===== src/rtl/timer_ctrl.sv =====
// ---------------------------------------------------------------------------
// timer_ctrl
//   Control FSM that sits directly upstream of a 4-bit shift/down-counter stage.
//   1. It searches the serial data stream for the start pattern 1101.
//      Overlapping matches are found.
//   2. It raises shift enable for 4 cycles. The counter stage loads a delay
//      value MSB first during those cycles.
//   3. It runs a prescaled countdown, using the counter's q as feedback.
//   4. It holds done until the user acknowledges.
//   Total counting time is (delay+1)*PRESCALE cycles.
//
// Parameters:
//   PRESCALE     clock cycles per count step (>= 2)
//
// Ports:
//   i_clk        sole clock, rising edge
//   i_reset      synchronous active-high reset
//   i_data       serial input: start pattern, then delay bits
//   i_q          current value of the downstream counter stage
//   i_ack        user acknowledge, only looked at in DONE
//   i_abort      synchronous abort; exists only with TIMER_CTRL_ABORT_EN
//   o_shift_ena  shift enable to the counter stage (B0..B3)
//   o_count_ena  single-cycle decrement enable to the counter stage
//   o_counting   high in COUNT
//   o_done       high in DONE
//
// Optional feature macro: TIMER_CTRL_ABORT_EN (adds i_abort)
// ---------------------------------------------------------------------------
module timer_ctrl #(
  parameter int PRESCALE = 1000
) (
  input  logic       i_clk,
  input  logic       i_reset,
  input  logic       i_data,
  input  logic [3:0] i_q,
  input  logic       i_ack,
`ifdef TIMER_CTRL_ABORT_EN
  input  logic       i_abort,
`endif
  output logic       o_shift_ena,
  output logic       o_count_ena,
  output logic       o_counting,
  output logic       o_done
);

  localparam int              PW     = $clog2(PRESCALE);
  localparam logic [PW-1:0]   P_LAST = PW'(PRESCALE - 1);

  typedef enum logic [3:0] {
    ST_S0    = 4'd0,
    ST_S1    = 4'd1,
    ST_S11   = 4'd2,
    ST_S110  = 4'd3,
    ST_B0    = 4'd4,
    ST_B1    = 4'd5,
    ST_B2    = 4'd6,
    ST_B3    = 4'd7,
    ST_COUNT = 4'd8,
    ST_DONE  = 4'd9
  } state_t;

  state_t          r_state;
  state_t          w_state_next;
  logic [PW-1:0]   r_pcnt;
  logic [PW-1:0]   w_pcnt_next;
  logic            w_terminal;
  logic            w_abort;

`ifdef TIMER_CTRL_ABORT_EN
  assign w_abort = i_abort;
`else
  assign w_abort = 1'b0;
`endif

  // Last prescaler cycle of a count step.
  assign w_terminal = (r_state == ST_COUNT) && (r_pcnt == P_LAST);

  // Next-state logic: pattern search, fixed shift window, countdown, ack wait.
  always_comb begin
    w_state_next = r_state;
    if (w_abort) begin
      w_state_next = ST_S0;
    end else begin
      case (r_state)
        ST_S0:    w_state_next = i_data ? ST_S1   : ST_S0;
        ST_S1:    w_state_next = i_data ? ST_S11  : ST_S0;
        // A run of 1s keeps the last two 1s, so the match can overlap.
        ST_S11:   w_state_next = i_data ? ST_S11  : ST_S110;
        ST_S110:  w_state_next = i_data ? ST_B0   : ST_S0;
        ST_B0:    w_state_next = ST_B1;
        ST_B1:    w_state_next = ST_B2;
        ST_B2:    w_state_next = ST_B3;
        ST_B3:    w_state_next = ST_COUNT;
        ST_COUNT: begin
          if (w_terminal && (i_q == 4'd0)) begin
            w_state_next = ST_DONE;
          end else begin
            w_state_next = ST_COUNT;
          end
        end
        ST_DONE: begin
          if (i_ack) begin
            w_state_next = ST_S0;
          end else begin
            w_state_next = ST_DONE;
          end
        end
        default:  w_state_next = ST_S0;
      endcase
    end
  end

  // Prescaler: held at zero outside COUNT, so it is already cleared on entry.
  always_comb begin
    w_pcnt_next = '0;
    if (w_abort) begin
      w_pcnt_next = '0;
    end else if (r_state == ST_COUNT) begin
      if (r_pcnt == P_LAST) begin
        w_pcnt_next = '0;
      end else begin
        w_pcnt_next = r_pcnt + PW'(1);
      end
    end else begin
      w_pcnt_next = '0;
    end
  end

  // State and prescaler registers with synchronous reset.
  always_ff @(posedge i_clk) begin
    if (i_reset) begin
      r_state <= ST_S0;
      r_pcnt  <= '0;
    end else begin
      r_state <= w_state_next;
      r_pcnt  <= w_pcnt_next;
    end
  end

  // Output decode. count_ena also depends on pcnt and q: the last step
  // (q already 0) ends the count instead of decrementing.
  always_comb begin
    o_shift_ena = 1'b0;
    o_count_ena = 1'b0;
    o_counting  = 1'b0;
    o_done      = 1'b0;
    case (r_state)
      ST_B0, ST_B1, ST_B2, ST_B3: o_shift_ena = 1'b1;
      ST_COUNT: begin
        o_counting  = 1'b1;
        o_count_ena = w_terminal && (i_q != 4'd0);
      end
      ST_DONE:  o_done = 1'b1;
      default: begin
        o_shift_ena = 1'b0;
        o_done      = 1'b0;
      end
    endcase
  end

endmodule


===== config.mk =====
export PLATFORM = sky130hd
export DESIGN_NAME = timer_ctrl
export DESIGN_NICKNAME = d
export VERILOG_FILES = /design/src/rtl/timer_ctrl.sv
export SDC_FILE = /design/constraint.sdc
export NUM_CORES = 1
export LEC_CHECK = 0
export BUFFER_PORTS_ARGS = -buffer_cell sky130_fd_sc_hd__buf_2
export CORE_MARGIN = 3
export CORE_UTILIZATION = 51
export CTS_BUF_LIST = sky130_fd_sc_hd__clkbuf_8
export DETAILED_ROUTE_END_ITERATION = 16
export HOLD_SLACK_MARGIN = 0.06
export PLACE_DENSITY = 0.76
export RECOVER_POWER = 25
export SLEW_MARGIN = 20
export SYNTH_ARGS = -nofsm -noshare
export SYNTH_HDL_FRONTEND = slang
export SYNTH_SLANG_ARGS = --single-unit

===== constraint.sdc =====
create_clock -name i_clk -period 1.6 [get_ports i_clk]
set_clock_uncertainty 0.2 [all_clocks]
set_input_delay 0.16 -clock i_clk [delete_from_list [all_inputs] [get_ports i_clk]]
set_output_delay 0.16 -clock i_clk [all_outputs]
set_load 0.01 [all_outputs]

== Word-level counts from Yosys, hierarchy flattened ==
Index checks and enable logic that the tools add are counted.
Widths: inputs -> output; s select.
Storage, ports and cells
  flip-flop bits (word level): 14
  logic and storage cells: 33
Cells by class
  bitwise logic cells: 1
  $add $sub $neg: 1
  reductions and logical operators: 8
  muxes and demuxes: 11
  equality and inequality tests: 10
Operator list (count)
  $pmux 4 s10: 1
  $eq 4x3->1 const B: 4
  $add 10x1->10 const B: 1
  $eq 10x10->1 const B: 1
  $eq 4x2->1 const B: 2
  $eq 4x4->1 const B: 2
  $logic_not 4->1: 2
  $mux 1: 7
  $eq 4x1->1 const B: 1
  $mux 4: 1
  $reduce_bool 4->1: 1
  $reduce_or 4->1: 1
  $logic_and 1x1->1: 3
  $mux 3: 1
  $reduce_or 3->1: 1
  $mux 2: 1
  $not 1->1: 1

== Longest topological paths before layout ==
  depth in word-level cells: 5
  mapped depth: 5
  gate-level depth less buffers: 5

== Worst setup path after synthesis ==
No wires, ideal clock.
  path kind: reg2reg
  start: register r_pcnt[0]
  end: register r_pcnt[7]
  setup slack: 37 ps
  path buffers: 0
  required time: 1281 ps
  stages on the path, launching flop included: 6
  setup time: 119 ps
  arrival: 1244 ps
  cells stage by stage: dfxtp_1 -> ha_1 -> nand4b_1 -> nor2_4 -> a21oi_1 -> o221a_2
On the way
  cells in the longest elaborated chain, start to end: 2
  elaborated cells on any way between the ends: 3
  classes of those cells: 1 x add/sub; 1 x eq/ne; 1 x reduce/logical
Ends and longest elaborated chain
  start, declared: RTL line 64  | logic [PW-1:0] r_pcnt;
  start signal, assigned: RTL line 136  | r_pcnt <= w_pcnt_next;
  branches (longest 2 deep; another with $add 10x1->10)
Parallel ways; which one is timed is not known.
A chain may end at the register's enable or synchronous reset.

== Worst setup path in the final report ==
  start: register r_pcnt[0]
  end: output port o_count_ena
On the way
  cells in the longest elaborated chain, start to end: 4
Ends and longest elaborated chain
  $eq 10x10->1: RTL line 76  | assign w_terminal = (r_state == ST_COUNT) && (r_pcnt == P_LAST);
  $logic_and 1x1->1: RTL line 76
  $logic_and 1x1->1: RTL line 151  | o_count_ena = w_terminal && (i_q != 4'd0);
  $mux 1: RTL line 147  | case (r_state)
  end, declared: RTL line 41  | output logic o_count_ena,
No other way between the ends.

==> impl_metrics.tcl <==
set metrics [dict create \
    outcome "finished, violations left" \
    violations "setup timing" \
    synth_ff_type "dfxtp_1" \
    pwr-share-comb_pct 5.9 \
    route.detailed.drc 0 \
    setup_viol 3 \
    synth_area_sq_um 757 \
    vias_per_cell 6.05 \
    core_sq_mm 0.00135 \
    setup_ws_ns -0.109 \
    slowest_delay_ns 0.36 \
    worst_slew_pin_slew_ns 0.347 \
    overflow 0 \
    place_hpwl_microns 1130 \
    synth_edf_count 0 \
    drt_iter0_drc 22 \
    clk_latency_ns 0.25 \
    antenna_found_initial 0 \
    r2r-start "r_pcnt[0]" \
    grt_first_pass_wirelength_microns 2900 \
    crit_start "r_pcnt[0]" \
    crit_chain "ha_4 > nand4b_1 > nor2_4 > nand3_1 > nor2_1 > buf_2" \
    seq_area_frac_synth_pct 37.0 \
    vdd_drop_max_v 0.000547 \
    cts_buffers 3 \
    hold_start "i_q[2]" \
    track_usage_pct 20.8 \
    p_seq_share_pct 47.0 \
    ctsRootBufferMaster "clkbuf_8" \
    holdBufCountCts 2 \
    path_class "flip-flop to output pin" \
    num_antenna_cells 0 \
    die_x_microns 44.5 \
    layout.nets 124 \
    pwr-share-clk_pct 47.1 \
    worst-path-max-fanout 2 \
    postRouteAntennaNets 0 \
    cts_tree "built" \
    layoutNonFillerInstCount 129 \
    wl_per_cell_microns 17.1 \
    gp_congestion 0.757 \
    place_area_sq_um 855 \
    slew_headroom_pct 76.7 \
    required_ns 1.24 \
    hold_ws_ns 0.0285 \
    critPathSlowestCell "dfxtp_2" \
    fillCellCount 88 \
    avgSynthCellArea_sq_um 9.01 \
    die_area_sq_mm 0.00198 \
    cts_sinks 14 \
    swShare_pct 22.0 \
    vias 780 \
    grt_max_degree 10 \
    dp.cells 114 \
    cp.arrival_ns 1.35 \
    power_density_mw_per_mm2 715 \
    async_flop_share_pct 0 \
    min_path_type "input pin to flip-flop" \
    area_growth_pct 40.7 \
    drv_slew 0 \
    clk_path_buf_depth 2 \
    critPathLaunchType "flip-flop" \
    worst-path-buf-inv 1 \
    routed_wl_microns 2210 \
    row_count 13 \
    power_leakage_nw 0.407 \
    initial_core_util_pct 56.1 \
    first_pass_iters 4 \
    ys_warn_count 0 \
    drive_gt1_share_pct 50.0 \
    place_ws_ns 0.0516 \
    netSwitchingPower_uw 167 \
    hold_viol 0 \
    synthDistinctLibCells 34 \
    htreeDepth 1 \
    clkTransAtPathRegs_ns 0.06 \
    min_period_ns 1.71 \
    fmax_ghz 0.585 \
    intPower_uw 594 \
    synth_seq_cells 14 \
    max_cap_viol_count 0 \
    post-route-period-util_pct 107 \
    rsz0062_at_grt "yes" \
    syn_nets 93 \
    die_h_microns 44.5 \
    fin_area_sq_mm 0.00106 \
    end_kind "output pin" \
    portBuffers 11 \
    cp_top_family "simple AND/OR/NAND/NOR gates" \
    grt_pass1_vias 651 \
    utilization_pct 78.9 \
    syn-instance-count 84 \
    ios 12 \
]
synth_stat cells, types with 2 or more instances:
library cell / number / area share, %
nand3_1: 5 / 3.3
nand2_1: 3 / 1.5
nor2_1: 8 / 4.0
o211ai_1: 2 / 2.0
nand4_1: 2 / 1.7
buf_2: 2 / 1.3
inv_1: 5 / 2.5
dfxtp_1: 14 / 37
nor3b_1: 2 / 2.0
a21oi_1: 7 / 4.6
xor2_1: 2 / 2.3
nor3_1: 4 / 2.6
nor2_2: 5 / 4.1
xnor2_1: 3 / 3.5
placed cells by master (no fill, tap or decap), types with 3 or more instances in the layout:
cell type,Yosys,routed
nand3_1,5,4
dfxtp_4,0,3
buf_2,2,10
buf_4,0,16
dfxtp_2,0,4
nand2_1,3,3
inv_1,5,5
nor2_1,8,7
clkbuf_8,0,4
nor2_2,5,5
a21oi_1,7,7
nor3_1,4,4
dfxtp_1,14,7
xnor2_1,3,3
final cells by class:
type	count	area, sq um	area share, %
multi-input combinational	61	463	43.5
tap	15	18.8	1.76
inverter	5	18.8	1.76
clock buffer	4	55.1	5.17
sequential	14	297	27.8
timing repair buffer	30	213	20.0
logic make-up after synthesis:
group / after synthesis / share of synthesized area (%)
muxes: 1 / 1.49
AOI/OAI and AO/OA: 16 / 15.4
and+or+nand+nor: 38 / 31.4
adders and majority gates: 1 / 1.65
buffers and inverters: 9 / 7.27
xor gates and xnor gates: 5 / 5.79
DFF: 14 / 37.0
flip-flops by register name, summed over array words and instances, names as in the netlist:
name and count:
r_pcnt 10, r_state 4
tightest hold or removal path, delay by kind of cell:
kind / cells / cell delay [ns]
and+or+nand+nor: 2 / 0.15
AOI/OAI and AO/OA: 1 / 0.07
buffers and inverters: 1 / 0.08
metrics by stage:
stage,setup TNS [ns],power [mW]
CTS,-0.102,0.752
floorplan,0,0.393
global route,-0.680,0.786
detailed placement,0,0.403
finish,-0.165,0.761
global placement,0,0.401
power groups by stage:
| stage | sequential, mW | combinational [mW] | clock (mW) |
|---|---|---|---|
| after floorplan | 0.362 | 0.0310 | 0 |
| after global placement | 0.367 | 0.0341 | 0 |
| after detailed placement | 0.367 | 0.0356 | 0 |
| after CTS | 0.359 | 0.0397 | 0.353 |
| after global routing | 0.358 | 0.0483 | 0.379 |
| final | 0.358 | 0.0451 | 0.358 |
routing by layer:
| layer | part of all wire (%) | wire, microns | global-route usage (%) |
|---|---|---|---|
| met3 | 7.5 | 165 | 5.69 |
| met2 | 44 | 979 | 31.5 |
| met5 | 0 | 0 | 0 |
| met1 | 43 | 953 | 25.4 |
| met4 | 5.1 | 113 | 13.9 |
timing repair:
item | in CTS | in global routing
gates cloned | 0 | 0
resized for setup | 6 | 14
setup buffers | 4 | 5
pin swaps | 3 | 6
hold endpoints to repair | 4 | 1
setup endpoints to repair | 3 | 11
worst paths after layout:
check | end | slack, ns | cells after the start
setup / recovery | o_count_ena | -0.11 | 6
hold / removal | r_state[0] | 0.03 | 4
setup reg to reg | r_pcnt[8] | -0.05 | 6
hold reg to reg | r_pcnt[0] | 0.35 | 2
No activity file was read; power rests on OpenSTA's default activity.
